`src/rtl/cpu_exec_ctrl.sv`:
```
// -----------------------------------------------------------------------------
// cpu_exec_ctrl
//
// Execution controller for the board-level microprocessor. It produces a
// one-cycle clock enable (cpu_en) for the processor and supports three modes:
// - free-running execution at a divided rate;
// - debounced single-instruction stepping from a pushbutton;
// - a PC breakpoint that halts free-running execution.
//
// Optional feature macro: EXEC_CTRL_BREAKPOINT_EN
//   defined   : breakpoint compare present (BREAK state reachable)
//   undefined : bp_en / bp_addr / pc ignored, BREAK unreachable, bp_hit = 0
//
// Ports
//   clk          in   system clock
//   reset        in   asynchronous active-high reset
//   run_sw       in   1 = run mode, 0 = step mode (synchronous to clk)
//   key_n        in   raw active-low step pushbutton (asynchronous, bouncy)
//   bp_en        in   breakpoint enable
//   bp_addr[7:0] in   breakpoint PC value
//   pc[7:0]      in   processor program counter
//   cpu_state[1:0] in processor internal state
//   cpu_en       out  one-cycle processor advance enable (registered)
//   mode[1:0]    out  00 IDLE, 01 RUN, 10 STEP, 11 BREAK (registered)
//   bp_hit       out  high while in BREAK (registered)
//   instr_count[15:0] out completed-instruction counter
// -----------------------------------------------------------------------------
module cpu_exec_ctrl #(
    parameter int               DIV_W      = 15,
    parameter logic [DIV_W-1:0] DIV_MAX    = 15'd24999,
    parameter int               DB_W       = 16,
    parameter logic [DB_W-1:0]  DB_MAX     = 16'd49999,
    parameter logic [1:0]       LAST_STATE = 2'd3
) (
    input  logic        clk,
    input  logic        reset,
    input  logic        run_sw,
    input  logic        key_n,
    input  logic        bp_en,
    input  logic [7:0]  bp_addr,
    input  logic [7:0]  pc,
    input  logic [1:0]  cpu_state,
    output logic        cpu_en,
    output logic [1:0]  mode,
    output logic        bp_hit,
    output logic [15:0] instr_count
);

    // The state encoding is the mode code presented to the display.
    typedef enum logic [1:0] {
        ST_IDLE  = 2'b00,
        ST_RUN   = 2'b01,
        ST_STEP  = 2'b10,
        ST_BREAK = 2'b11
    } state_t;

    logic            r_key_sync1;
    logic            r_key_s;
    logic [DB_W-1:0] r_db_cnt;
    logic            r_key_db;
    logic            r_press;
    logic [DIV_W-1:0] r_div;
    state_t          r_state;
    logic            r_cpu_en;
    logic [15:0]     r_instr_count;

    logic            w_key_diff;
    logic            w_tick;
    logic            w_bp_match;
    logic            w_last;
    state_t          w_state_nxt;
    logic            w_cpu_en_nxt;

    assign w_key_diff = (r_key_s != r_key_db);
    assign w_tick     = (r_div == DIV_MAX);
    assign w_last     = (cpu_state == LAST_STATE);

`ifdef EXEC_CTRL_BREAKPOINT_EN
    logic r_bp_hit;

    // Breakpoint fires only at an instruction boundary (cpu_state == 0).
    assign w_bp_match = bp_en && (pc == bp_addr) && (cpu_state == 2'd0);
    assign bp_hit     = r_bp_hit;

    // bp_hit tracks the registered BREAK state.
    always_ff @(posedge clk or posedge reset) begin
        if (reset) begin
            r_bp_hit <= 1'b0;
        end else begin
            r_bp_hit <= (w_state_nxt == ST_BREAK);
        end
    end
`else
    logic w_unused_bp;

    assign w_unused_bp = ^{bp_en, bp_addr, pc};
    assign w_bp_match  = 1'b0;
    assign bp_hit      = 1'b0;
`endif

    // Two-flop synchronizer for the asynchronous pushbutton (idles high).
    always_ff @(posedge clk or posedge reset) begin
        if (reset) begin
            r_key_sync1 <= 1'b1;
            r_key_s     <= 1'b1;
        end else begin
            r_key_sync1 <= key_n;
            r_key_s     <= r_key_sync1;
        end
    end

    // Debounce: key_db follows key_s only after DB_MAX+1 cycles of
    // disagreement; press pulses in the cycle key_db has just fallen.
    always_ff @(posedge clk or posedge reset) begin
        if (reset) begin
            r_db_cnt <= {DB_W{1'b0}};
            r_key_db <= 1'b1;
            r_press  <= 1'b0;
        end else begin
            r_press <= 1'b0;
            if (!w_key_diff) begin
                r_db_cnt <= {DB_W{1'b0}};
            end else if (r_db_cnt == DB_MAX) begin
                r_key_db <= r_key_s;
                r_db_cnt <= {DB_W{1'b0}};
                // A disagreement with key_s low means key_db is 1 -> 0.
                r_press  <= ~r_key_s;
            end else begin
                r_db_cnt <= r_db_cnt + DB_W'(1);
            end
        end
    end

    // Free-running rate divider, independent of the FSM state.
    always_ff @(posedge clk or posedge reset) begin
        if (reset) begin
            r_div <= {DIV_W{1'b0}};
        end else if (w_tick) begin
            r_div <= {DIV_W{1'b0}};
        end else begin
            r_div <= r_div + DIV_W'(1);
        end
    end

    // Next-state and next-enable decode.
    always_comb begin
        w_state_nxt  = r_state;
        w_cpu_en_nxt = 1'b0;
        case (r_state)
            ST_IDLE: begin
                if (run_sw) begin
                    w_state_nxt = ST_RUN;
                end else if (r_press) begin
                    w_state_nxt = ST_STEP;
                end else begin
                    w_state_nxt = ST_IDLE;
                end
            end
            ST_RUN: begin
                // Leaving RUN suppresses the pulse even on a tick cycle.
                if (!run_sw) begin
                    w_state_nxt = ST_IDLE;
                end else if (w_tick && w_bp_match) begin
                    w_state_nxt = ST_BREAK;
                end else if (w_tick) begin
                    w_cpu_en_nxt = 1'b1;
                end else begin
                    w_state_nxt = ST_RUN;
                end
            end
            ST_STEP: begin
                w_cpu_en_nxt = w_tick;
                // Exit on the pulse that completes the instruction; a tick
                // cannot coincide with that pulse since ticks are >= 2 apart.
                if (r_cpu_en && w_last) begin
                    w_state_nxt = run_sw ? ST_RUN : ST_IDLE;
                end else begin
                    w_state_nxt = ST_STEP;
                end
            end
            ST_BREAK: begin
                if (!run_sw) begin
                    w_state_nxt = ST_IDLE;
                end else if (r_press) begin
                    w_state_nxt = ST_STEP;
                end else begin
                    w_state_nxt = ST_BREAK;
                end
            end
            default: begin
                w_state_nxt = ST_IDLE;
            end
        endcase
    end

    // State and enable registers.
    always_ff @(posedge clk or posedge reset) begin
        if (reset) begin
            r_state  <= ST_IDLE;
            r_cpu_en <= 1'b0;
        end else begin
            r_state  <= w_state_nxt;
            r_cpu_en <= w_cpu_en_nxt;
        end
    end

    // Count instructions completed by an enable pulse in the last state.
    always_ff @(posedge clk or posedge reset) begin
        if (reset) begin
            r_instr_count <= 16'd0;
        end else if (r_cpu_en && w_last) begin
            r_instr_count <= r_instr_count + 16'd1;
        end else begin
            r_instr_count <= r_instr_count;
        end
    end

    assign cpu_en      = r_cpu_en;
    assign mode        = r_state;
    assign instr_count = r_instr_count;

endmodule

```
`config.mk`:
```
export PLATFORM = sky130hd
export DESIGN_NAME = cpu_exec_ctrl
export DESIGN_NICKNAME = d
export VERILOG_FILES = /design/src/rtl/cpu_exec_ctrl.sv
export SDC_FILE = /design/constraint.sdc
export NUM_CORES = 1
export LEC_CHECK = 0
export BUFFER_PORTS_ARGS = -buffer_cell sky130_fd_sc_hd__buf_2
export CAP_MARGIN = 20
export CORE_MARGIN = 8
export CORE_UTILIZATION = 60
export DETAILED_ROUTE_END_ITERATION = 10
export PLACE_DENSITY = 0.86
export SYNTH_ARGS = -nofsm -noshare
export SYNTH_HDL_FRONTEND = slang
export SYNTH_SLANG_ARGS = --single-unit
```
`constraint.sdc`:
```
create_clock -name clk -period 3 [get_ports clk]
set_input_delay 0.6 -clock clk [delete_from_list [all_inputs] [get_ports clk]]
set_output_delay 0.6 -clock clk [all_outputs]
set_load 0.01 [all_outputs]
```
Yosys cells after proc, flatten, opt, wreduce, memory -nomap -nowiden --
Cells that the tools add are included.
Cells by class: muxes and demuxes 17, equal/unequal tests 8, $add $sub $neg 3, bitwise gates (word level) 1, reduce and logical (&&, ||, !) cells 3
Operators with widths (count):
- $add 16x1->16 const B | 2
- $mux 16 | 2
- $eq 16x16->1 const B | 1
- $add 15x1->15 const B | 1
- $eq 15x15->1 const B | 1
- $mux 15 | 1
- $mux 2 | 6
- $pmux 2 s4 | 1
- $eq 2x2->1 const B | 3
- $mux 1 | 6
- $ne 3x3->1 const B | 1
- $eq 2x1->1 const B | 1
- $logic_not 2->1 | 1
- $pmux 1 s2 | 1
- $reduce_and 2->1 | 1
- $logic_and 1x1->1 | 1
- $ne 1x1->1 | 1
- $not 1->1 | 1
Storage, ports and cells: input port bits 23, output and inout port bits 20, bits in registers 54

Depth between registers and ports, before layout --
Gate-level depths: netlist of run 1.
word-level depth 4, depth in mapped cells 6, gate-level depth less buffers 5

Worst setup path after synthesis of run 1 --
No wires, ideal clock.
path kind reg2reg, start reg r_div[3], end reg r_div[11], arrival time 1613 ps, stages on the path, launching flop included 6, period minus slack after synthesis 1738 ps, buffers on the path 1, data required time 2875 ps, library setup time 125 ps, path slack 1262 ps, cell sequence dfrtp_1 or4_1 nor4_4 buf_4 nor2_1 mux2_2
Between the ends: longest elaborated chain between the ends 2
Ends and longest elaborated chain:
- start: declaration | line 62 | logic [DIV_W-1:0] r_div;
- start signal: assignment | line 137 | r_div <= {DIV_W{1'b0}};
- start signal: assignment | line 139 | r_div <= {DIV_W{1'b0}};
- start signal: assignment | line 141 | r_div <= r_div + DIV_W'(1);
- $add 15x1->15 / $eq 15x15->1 (equally long branches) | line 141, 75
- $mux 15 (*) | line 138 | end else if (w_tick) begin
Every way passes the cells marked *; elsewhere a longest branch is shown, timed or not. A chain may end at the register's enable or synchronous reset.

Worst setup path in the final report of run 1 --
Same ends and word-level chain as after synthesis.

==> results.toml, run 1 <==
[routing]
drt_iter0_drc = 136
dr.pass1.iters = 4
vias = 1805
wl_per_cell_um = 14.4
drc = 0
wl_mm = 4.64
ant_nets = 0
via_per_inst = 5.61

[power]
vdd_drop_max_mv = 0.336
power.density_mw_per_mm2 = 443
power.leakage_nw = 1.33

[synth]
synth.area.mux_share_pct = 1.84
synth-seq-cells = 54
synth_flop_cell = "dfrtp_1"
yosysUniqueCellTypes = 43
synth_xor_xnor_area_share_pct = 13.2
synth_compound_area_share_pct = 3.88
yosysWarnings = 0
synth_fp_nets = 268
synth_enable_flop_cells = 0
yosys.area_share.simple_pct = 22.6
synthCells = 238
avgSynthCellArea_sq_um = 10.8
synth_area_sq_mm = 0.00258
synthArstFlopShare_pct = 100
synth_top_family_by_area = "simple AND/OR/NAND/NOR gates"
synth_fa_ha_area_share_pct = 3.40
yosysSeqAreaShare_pct = 52.5

[finish]
final_cell_mix = "dfrtp_1 (51), xnor2_1 (28), nor2_1 (28)"
final_common_cell = "dfrtp_1"
nets = 299
antennaDiodeCount = 0
drive_above_1_share_pct = 18.5
final_cells = 322
area_growth_pct = 11.8

[sta]
drv_slew = 0
tightest_slew_ns = 0.792
rsz0062_at_grt = "no"
finalSetupViolations = 0
fmax_ghz = 0.504
skew_ns = 0.00830
fin_setup_tns_ns = 0
fin_crit_sh_pct = 66.1
slew_headroom_pct = 47.0
hold_violations = 0
post-route-min-period_ns = 1.98

[clock_network]
insertion_delay_ns = 0.31
cts_buffers = 5
cts_resized = 0
cts-root-buf = "clkbuf_8"
clockBufferDepth = 2
cts.sinks = 54
hold_buffers = 0
cts_max_level = 2
postCtsSetupRepairBufs = 0
clk_pin_slew_ns = 0.10
cts_tree = "done"

[worst_setup_path]
cp_slowest_cell = "or4_1"
crit_type = "reg2reg"
worstPathMaxFanout = 7
crit_path_start_kind = "register"
path_cells = "or4_1 > nor4_4 > buf_4 > nor2_1 > mux2_2"
cp-endpoint = "r_div[11]"
worst_ep_arrival_time_ns = 2.19
r2r_setup_slack_ns = 1.02
critPathLaunch = "r_div[3]"
reg2reg_from = "r_div[3]"
r2r_end = "r_div[11]"
r2r_cells = 5
slowest_delay_ns = 0.58
crit_required_ns = 3.20
crit_path_end_kind = "register"

[grt]
grt_pass1_vias = 1808
grt.total_usage_pct = 15.4
antenna_found_initial = 0
grt_max_degree = 36
overflow = 0
grt_pass1_wl_mm = 7.97

[min_path]
worstHoldPathType = "reg2reg"
hold_depth = 0

[placement]
placedCellCount = 314
hpwl_mm = 3.34
io_buffers = 24
globalplace.congestion = 0.849

[die]
io_pins = 43
initial_core_util_pct = 60.9
die_y_um = 81.6
fp-row-count = 24
core_sq_mm = 0.00423
die_area_sq_mm = 0.00665
die_w_um = 81.6

[flow_run]
max_cap_viol_count = 0

[status]
status = "finished, final reports clean"
[critical path: cells and delay by family, from the launching register on]
family                 cells  cell delay, ns
and+or+nand+nor            3            0.95
DFF                        1            0.44
muxes                      1            0.25
buffers and inverters      1            0.23
[final cells by class]
type	count	area, sq um
fillers	307	1350
flip-flops and latches	54	1360
repair buffers	27	143
inverters	11	41.3
well taps	52	65.1
multi-input cells	170	1160
clock buffers	5	68.8
clock inverters	3	47.5
[routing by layer]
| layer | part of all wire [%] | wire length (um) | track usage [%] |
|---|---|---|---|
| met2 | 50 | 2300 | 26.2 |
| met5 | 0 | 0 | 0 |
| met1 | 43 | 1990 | 18.2 |
| met4 | 2.1 | 99 | 7.32 |
| met3 | 5.4 | 249 | 3.17 |
[cell usage after synthesis, types with 2 or more instances]
master | count | area, sq um
or2_2 | 2 | 12.5
nor4_1 | 5 | 31.3
and3_1 | 2 | 12.5
and4_1 | 2 | 17.5
dfrtp_1 | 51 | 1280
nor2_1 | 28 | 105
inv_1 | 11 | 41.3
a311oi_1 | 2 | 17.5
nand3_1 | 17 | 85.1
xor2_1 | 11 | 96.3
nor3_1 | 6 | 30.0
ha_1 | 7 | 87.6
xnor2_1 | 28 | 245
nand2_1 | 20 | 75.1
or3_1 | 2 | 12.5
a21oi_1 | 2 | 10.0
dfstp_2 | 3 | 78.8
nor2b_1 | 2 | 12.5
buf_4 | 2 | 15.0
nor4_2 | 2 | 25.0
nand4_1 | 11 | 68.8
[sequential cells by signal (all words and copies together) (netlist names)]
signal       flops
r_db_cnt        16
r_key_sync1      1
mode             2
r_div           15
r_key_s          1
r_press          1
cpu_en           1
instr_count     16
r_key_db         1
[how the worst min path moves through the flow]
stage,start,end,slack [ns]
2_1_floorplan,r_key_sync1,r_key_s,0.35
3_3_place_gp,r_key_sync1,r_key_s,0.35
3_5_place_dp,r_key_sync1,r_key_s,0.35
4_1_cts,r_key_sync1,r_key_s,0.36
5_1_grt,r_key_sync1,r_key_s,0.37
6_report,r_key_sync1,r_key_s,0.36
[report_power, final]
group	total [mW]	internal [mW]	switching, mW
clock network	0.497	0.255	0.243
registers	0.740	0.734	0.00598
logic	0.0408	0.0130	0.0278
[through the flow]
step,hold WS (ns),setup WS (ns),total power [mW],cell area [sq um],utilization [%]
floorplan,0.345,1.09,0.780,2580,-
global placement,0.349,1.06,0.793,2770,65.3
detailed placement,0.355,1.04,0.795,2770,65.3
CTS,0.361,1.01,1.30,2880,68.1
global route,0.365,0.853,1.33,2880,68.1
finish,0.362,1.02,1.28,2880,68.1
[logic make-up after synthesis]
family / Yosys count
AND/OR/NAND/NOR: 108
flip-flops: 54
XOR/XNOR: 39
buffers and inverters: 14
AO/OA/AOI/OAI: 11
adder cells (fa/ha/maj): 7
multiplexers: 4
other: 1
Power figures use the tool's default switching activity.
==> run 2: changes to the inputs <==
--- a/config.mk
+++ b/config.mk
@@ -8,9 +8,9 @@
 export BUFFER_PORTS_ARGS = -buffer_cell sky130_fd_sc_hd__buf_2
 export CAP_MARGIN = 20
 export CORE_MARGIN = 8
-export CORE_UTILIZATION = 60
+export CORE_UTILIZATION = 56
 export DETAILED_ROUTE_END_ITERATION = 10
-export PLACE_DENSITY = 0.86
+export PLACE_DENSITY = 0.81
 export SYNTH_ARGS = -nofsm -noshare
 export SYNTH_HDL_FRONTEND = slang
 export SYNTH_SLANG_ARGS = --single-unit
==> constraint.sdc (replaced) <==
create_clock -name clk -period 1.85 [get_ports clk]
set_input_delay 0.37 -clock clk [delete_from_list [all_inputs] [get_ports clk]]
set_output_delay 0.37 -clock clk [all_outputs]
set_load 0.01 [all_outputs]
==> run 2 against run 1 <==
Against the previous run: cell count increased by 2.8%; largest cell class unchanged; worst hold slack lost 0.31 ns; routed wire length is 6.4% higher; first-iteration DRC count down 46%; largest power group unchanged.
==> results.toml, run 2 (synthesis gave the netlist of run 1 again) <==
[sta]
fin_hold_ws_ns = 0.0572
drv_slew = 0
fmax_ghz = 0.567
post-route-min-period_ns = 1.76
finalSetupViolations = 0
fin_crit_sh_pct = 95.4
skew_ns = 0.00596
hold_violations = 0
fin_setup_tns_ns = 0
rsz0062_at_grt = "no"

[clock_network]
cts_resized = 0
postCtsSetupRepairBufs = 0
cts.sinks = 54
clockBufferDepth = 2
cts-root-buf = "clkbuf_8"
hold_buffers = 0
clk_pin_slew_ns = 0.09
cts_tree = "done"
cts_max_level = 2
cts_buffers = 5
insertion_delay_ns = 0.30

[die]
initial_core_util_pct = 58.8
io_pins = 43
die_y_um = 83.9
core_sq_mm = 0.00438
die_w_um = 83.9
die_area_sq_mm = 0.00703
fp-row-count = 24

[grt]
grt_pass1_wl_mm = 8.49
grt_max_degree = 27
grt_pass1_vias = 1903
antenna_found_initial = 0
grt.total_usage_pct = 14.2
overflow = 0

[power]
internal_power_mw = 1.52
vdd_drop_max_mv = 0.521
switching_share_pct = 21.5
power.leakage_nw = 1.37
power_frac_clock_pct = 34.3
seq_power_share_pct = 62.0
power.density_mw_per_mm2 = 657
p_total_mw = 1.94
comb_power_share_pct = 3.7
switchingPower_uw = 417

[finish]
antennaDiodeCount = 0
nets = 308
area_growth_pct = 14.2
drive_above_1_share_pct = 21.5
fillCellCount = 333
final_cell_mix = "dfrtp_1 (51), xnor2_1 (28), nor2_1 (28)"
final_common_cell = "dfrtp_1"

[worst_setup_path]
critPathLaunch = "r_div[6]"
crit_path_start_kind = "register"
crit_type = "reg2reg"
crit_path_end_kind = "register"
reg2reg_from = "r_div[6]"
worst_ep_arrival_time_ns = 1.96
worstPathMaxFanout = 3
crit_required_ns = 2.04

[routing]
drt_iter0_drc = 74
ant_nets = 0
drc = 0
vias = 1848
via_per_inst = 5.58
dr.pass1.iters = 4
wl_per_cell_um = 14.9
wl_mm = 4.94

[placement]
globalplace.congestion = 0.801
hpwl_mm = 3.69
io_buffers = 24

[status]
status = "finished, final reports clean"

[flow_run]
max_cap_viol_count = 0

[min_path]
worstHoldPathType = "in2async"
## run 2: cell types whose count changed in the layout (fill, tap and decap cells not counted), sizes merged
cell    delta
clkinv     +1
clkbuf     +2
buf        +9
bufinv     -1
inv        -2
## run 2: final cells by class
type	instances	area, sq um	area share, %
sequential	54	1360	46.0
tap	52	65.1	2.21
inverter	11	41.3	1.40
clock buffer	7	86.3	2.93
clock inverter	1	5.00	0.170
timing repair buffer	36	223	7.56
multi-input combinational	170	1170	39.7
## run 2: path summary, 6_finish.rpt
path	end	slack, ns	depth (start not counted)
min	r_div[9]	0.06	2
max	r_div[11]	0.09	5
min reg2reg	r_key_s	0.36	0
min in group clk	r_key_sync1	0.16	1
max in group asynchronous	r_key_sync1	1.21	3
max reg2reg	r_div[11]	0.09	5
## run 2: per-stage QoR
stage               area [sq um]  utilization [%]  cells  setup slack [ns]
floorplan                   2580                -    238             0.112
global placement            2850             64.9    323             0.102
detailed placement          2850             64.9    323            0.0670
CTS                         2940             67.0    331            0.0472
global route                2940             67.2    331           0.00289
finish                      2940             67.2    331            0.0853
## run 2: power groups by stage
| stage | Sequential (mW) | Combinational [mW] | Clock [mW] |
|---|---|---|---|
| final | 1.20 | 0.0717 | 0.664 |
| after global routing | 1.20 | 0.0825 | 0.720 |
| after CTS | 1.20 | 0.0739 | 0.680 |
| after detailed placement | 1.22 | 0.0738 | 0 |
| after global placement | 1.22 | 0.0714 | 0 |
| after floorplan | 1.22 | 0.0439 | 0 |
## run 2: worst max-delay path: stages (launching register included)
cell	delay, ns
dfrtp_1	0.43
or4_4	0.55
nor4_4	0.21
buf_4	0.18
nor2_1	0.04
mux2_2	0.25
## run 2: routing by layer
layer / vias to the layer above / global-route usage [%] / share of wire (%)
met4: 0 / 5.02 / 1.0
li1: 898 / - / -
met1: 896 / 16.9 / 44
met2: 47 / 23.5 / 49
met5: - / 0 / 0
met3: 7 / 4.39 / 6.1
==> run 3: changes to the inputs <==
--- a/config.mk
+++ b/config.mk
@@ -8,9 +8,9 @@
 export BUFFER_PORTS_ARGS = -buffer_cell sky130_fd_sc_hd__buf_2
 export CAP_MARGIN = 20
 export CORE_MARGIN = 8
-export CORE_UTILIZATION = 56
+export CORE_UTILIZATION = 50
 export DETAILED_ROUTE_END_ITERATION = 10
-export PLACE_DENSITY = 0.81
+export PLACE_DENSITY = 0.77
 export SYNTH_ARGS = -nofsm -noshare
 export SYNTH_HDL_FRONTEND = slang
 export SYNTH_SLANG_ARGS = --single-unit
==> constraint.sdc (replaced) <==
create_clock -name clk -period 1.6 [get_ports clk]
set_input_delay 0.32 -clock clk [delete_from_list [all_inputs] [get_ports clk]]
set_output_delay 0.32 -clock clk [all_outputs]
set_load 0.01 [all_outputs]
==> run 3 against run 2 <==
Against the previous run: the flow now finishes with violations (negative setup slack); die area grew 9.7%; fmax shrank 0.11%; critical path depth shrank 1; clock power grew 22%; combinational power grew 41%; via count grew 6.0%; global-route usage grew 0.51 points; critical path type unchanged; largest cell class unchanged; largest power group unchanged.
==> results.toml, run 3 (synthesis gave the netlist of run 1 again) <==
[status]
status = "finished, violations left"
violations = "negative setup slack"

[routing]
drt_iter0_drc = 95
vias = 1958
wl_per_cell_um = 14.5
ant_nets = 0
dr.pass1.iters = 4
via_per_inst = 5.25
wl_mm = 5.39
drc = 0

[die]
core_sq_mm = 0.00504
die_area_sq_mm = 0.00771
initial_core_util_pct = 51.1
io_pins = 43
fp-row-count = 26
die_w_um = 87.8
die_y_um = 87.8

[sta]
skew_ns = 0.0154
fmax_ghz = 0.566
fin_crit_sh_pct = 110
timing.final.ws_setup_ns = -0.167
rsz0062_at_grt = "yes"
tightest_slew_ns = 0.481
post-route-min-period_ns = 1.77
hold_violations = 0
finalSetupViolations = 23
slew_headroom_pct = 67.1
fin_setup_tns_ns = -2.15
drv_slew = 0

[worst_setup_path]
r2r_setup_slack_ns = -0.17
critPathBufInv = 0
crit_path_start_kind = "register"
path_cells = "nor4_2 > nand3_2 > or4_4 > mux2_4"
crit_path_end_kind = "register"
r2r_end = "r_key_db"
slowest_delay_ns = 0.55
crit_required_ns = 1.84
crit_family = "simple AND/OR/NAND/NOR gates"
worstPathMaxFanout = 3
worst_ep_arrival_time_ns = 2.01
reg2reg_from = "r_db_cnt[4]"
crit_type = "reg2reg"
cp_slowest_cell = "or4_4"
r2r_cells = 4

[finish]
final_cell_area_sq_mm = 0.00323
area_growth_pct = 25.2
nets = 332
antennaDiodeCount = 0
drive_above_1_share_pct = 32.3
final_common_cell = "dfrtp_1"
final_cell_mix = "dfrtp_1 (49), buf_4 (33), xnor2_1 (28)"

[grt]
antenna_found_initial = 0
grt.total_usage_pct = 14.7
overflow = 0
grt_max_degree = 26
grt_pass1_vias = 1961
grt_pass1_wl_mm = 8.86

[power]
power.density_mw_per_mm2 = 711
power.leakage_nw = 1.51
vdd_drop_max_mv = 0.372

[placement]
io_buffers = 24
place_ws_ns = -0.171
globalplace.congestion = 0.863
postPlaceCellArea_sq_mm = 0.00303
hpwl_mm = 3.94

[clock_network]
cts.sinks = 54
cts-root-buf = "clkbuf_8"
insertion_delay_ns = 0.32
clockBufferDepth = 2
cts_tree = "done"
cts_buffers = 5
cts_max_level = 2
hold_buffers = 0
clk_pin_slew_ns = 0.11

[min_path]
worstHoldPathType = "in2async"

[flow_run]
max_cap_viol_count = 0
[run 3: metal layers]
layer	up-vias	global-route usage, %	routed length (um)
met5	-	0	0
met4	0	5.94	92
met3	10	3.10	233
met2	37	26.9	2850
met1	960	16.1	2220
li1	951	-	-
[run 3: how the worst max path moves through the flow]
stage	endpoint	from	cells past startpoint
after global placement	r_key_db	r_db_cnt[12]	4
after detailed placement	r_press	r_db_cnt[12]	4
after global routing	r_key_db	r_db_cnt[4]	4
after CTS	r_key_db	r_db_cnt[4]	4
after floorplan	r_key_db	r_db_cnt[12]	4
final	r_key_db	r_db_cnt[4]	4
[run 3: repair_timing]
| item | CTS | global route |
|---|---|---|
| pin swaps | 3 | 1 |
| endpoints found under the hold margin | 0 | 0 |
| buffers inserted | 5 | 3 |
| gates resized for setup | 5 | 14 |
| setup endpoints to repair | 21 | 33 |
[run 3: power breakdown]
| part | internal [mW] | switching (mW) |
|---|---|---|
| Sequential | 1.38 | 0.0102 |
| Combinational | 0.0393 | 0.0614 |
| Clock | 0.325 | 0.482 |
[run 3: stage by stage]
stage / utilization (%) / hold slack, ns / instances / total power, mW
detailed placement: 60.0 / 0.354 / 361 / 1.51
floorplan: - / 0.324 / 238 / 1.46
global placement: 60.0 / 0.346 / 361 / 1.50
global route: 64.0 / 0.0295 / 373 / 2.37
CTS: 63.0 / 0.0185 / 373 / 2.31
finish: 64.0 / 0.00977 / 373 / 2.29
[run 3: final cells by class]
cell class | count | area [sq um]
timing repair buffer | 60 | 414
clock buffer | 5 | 68.8
inverter | 11 | 45.0
multi-input combinational | 170 | 1230
tap | 70 | 87.6
clock inverter | 3 | 28.8
sequential | 54 | 1360
fill | 375 | 1810
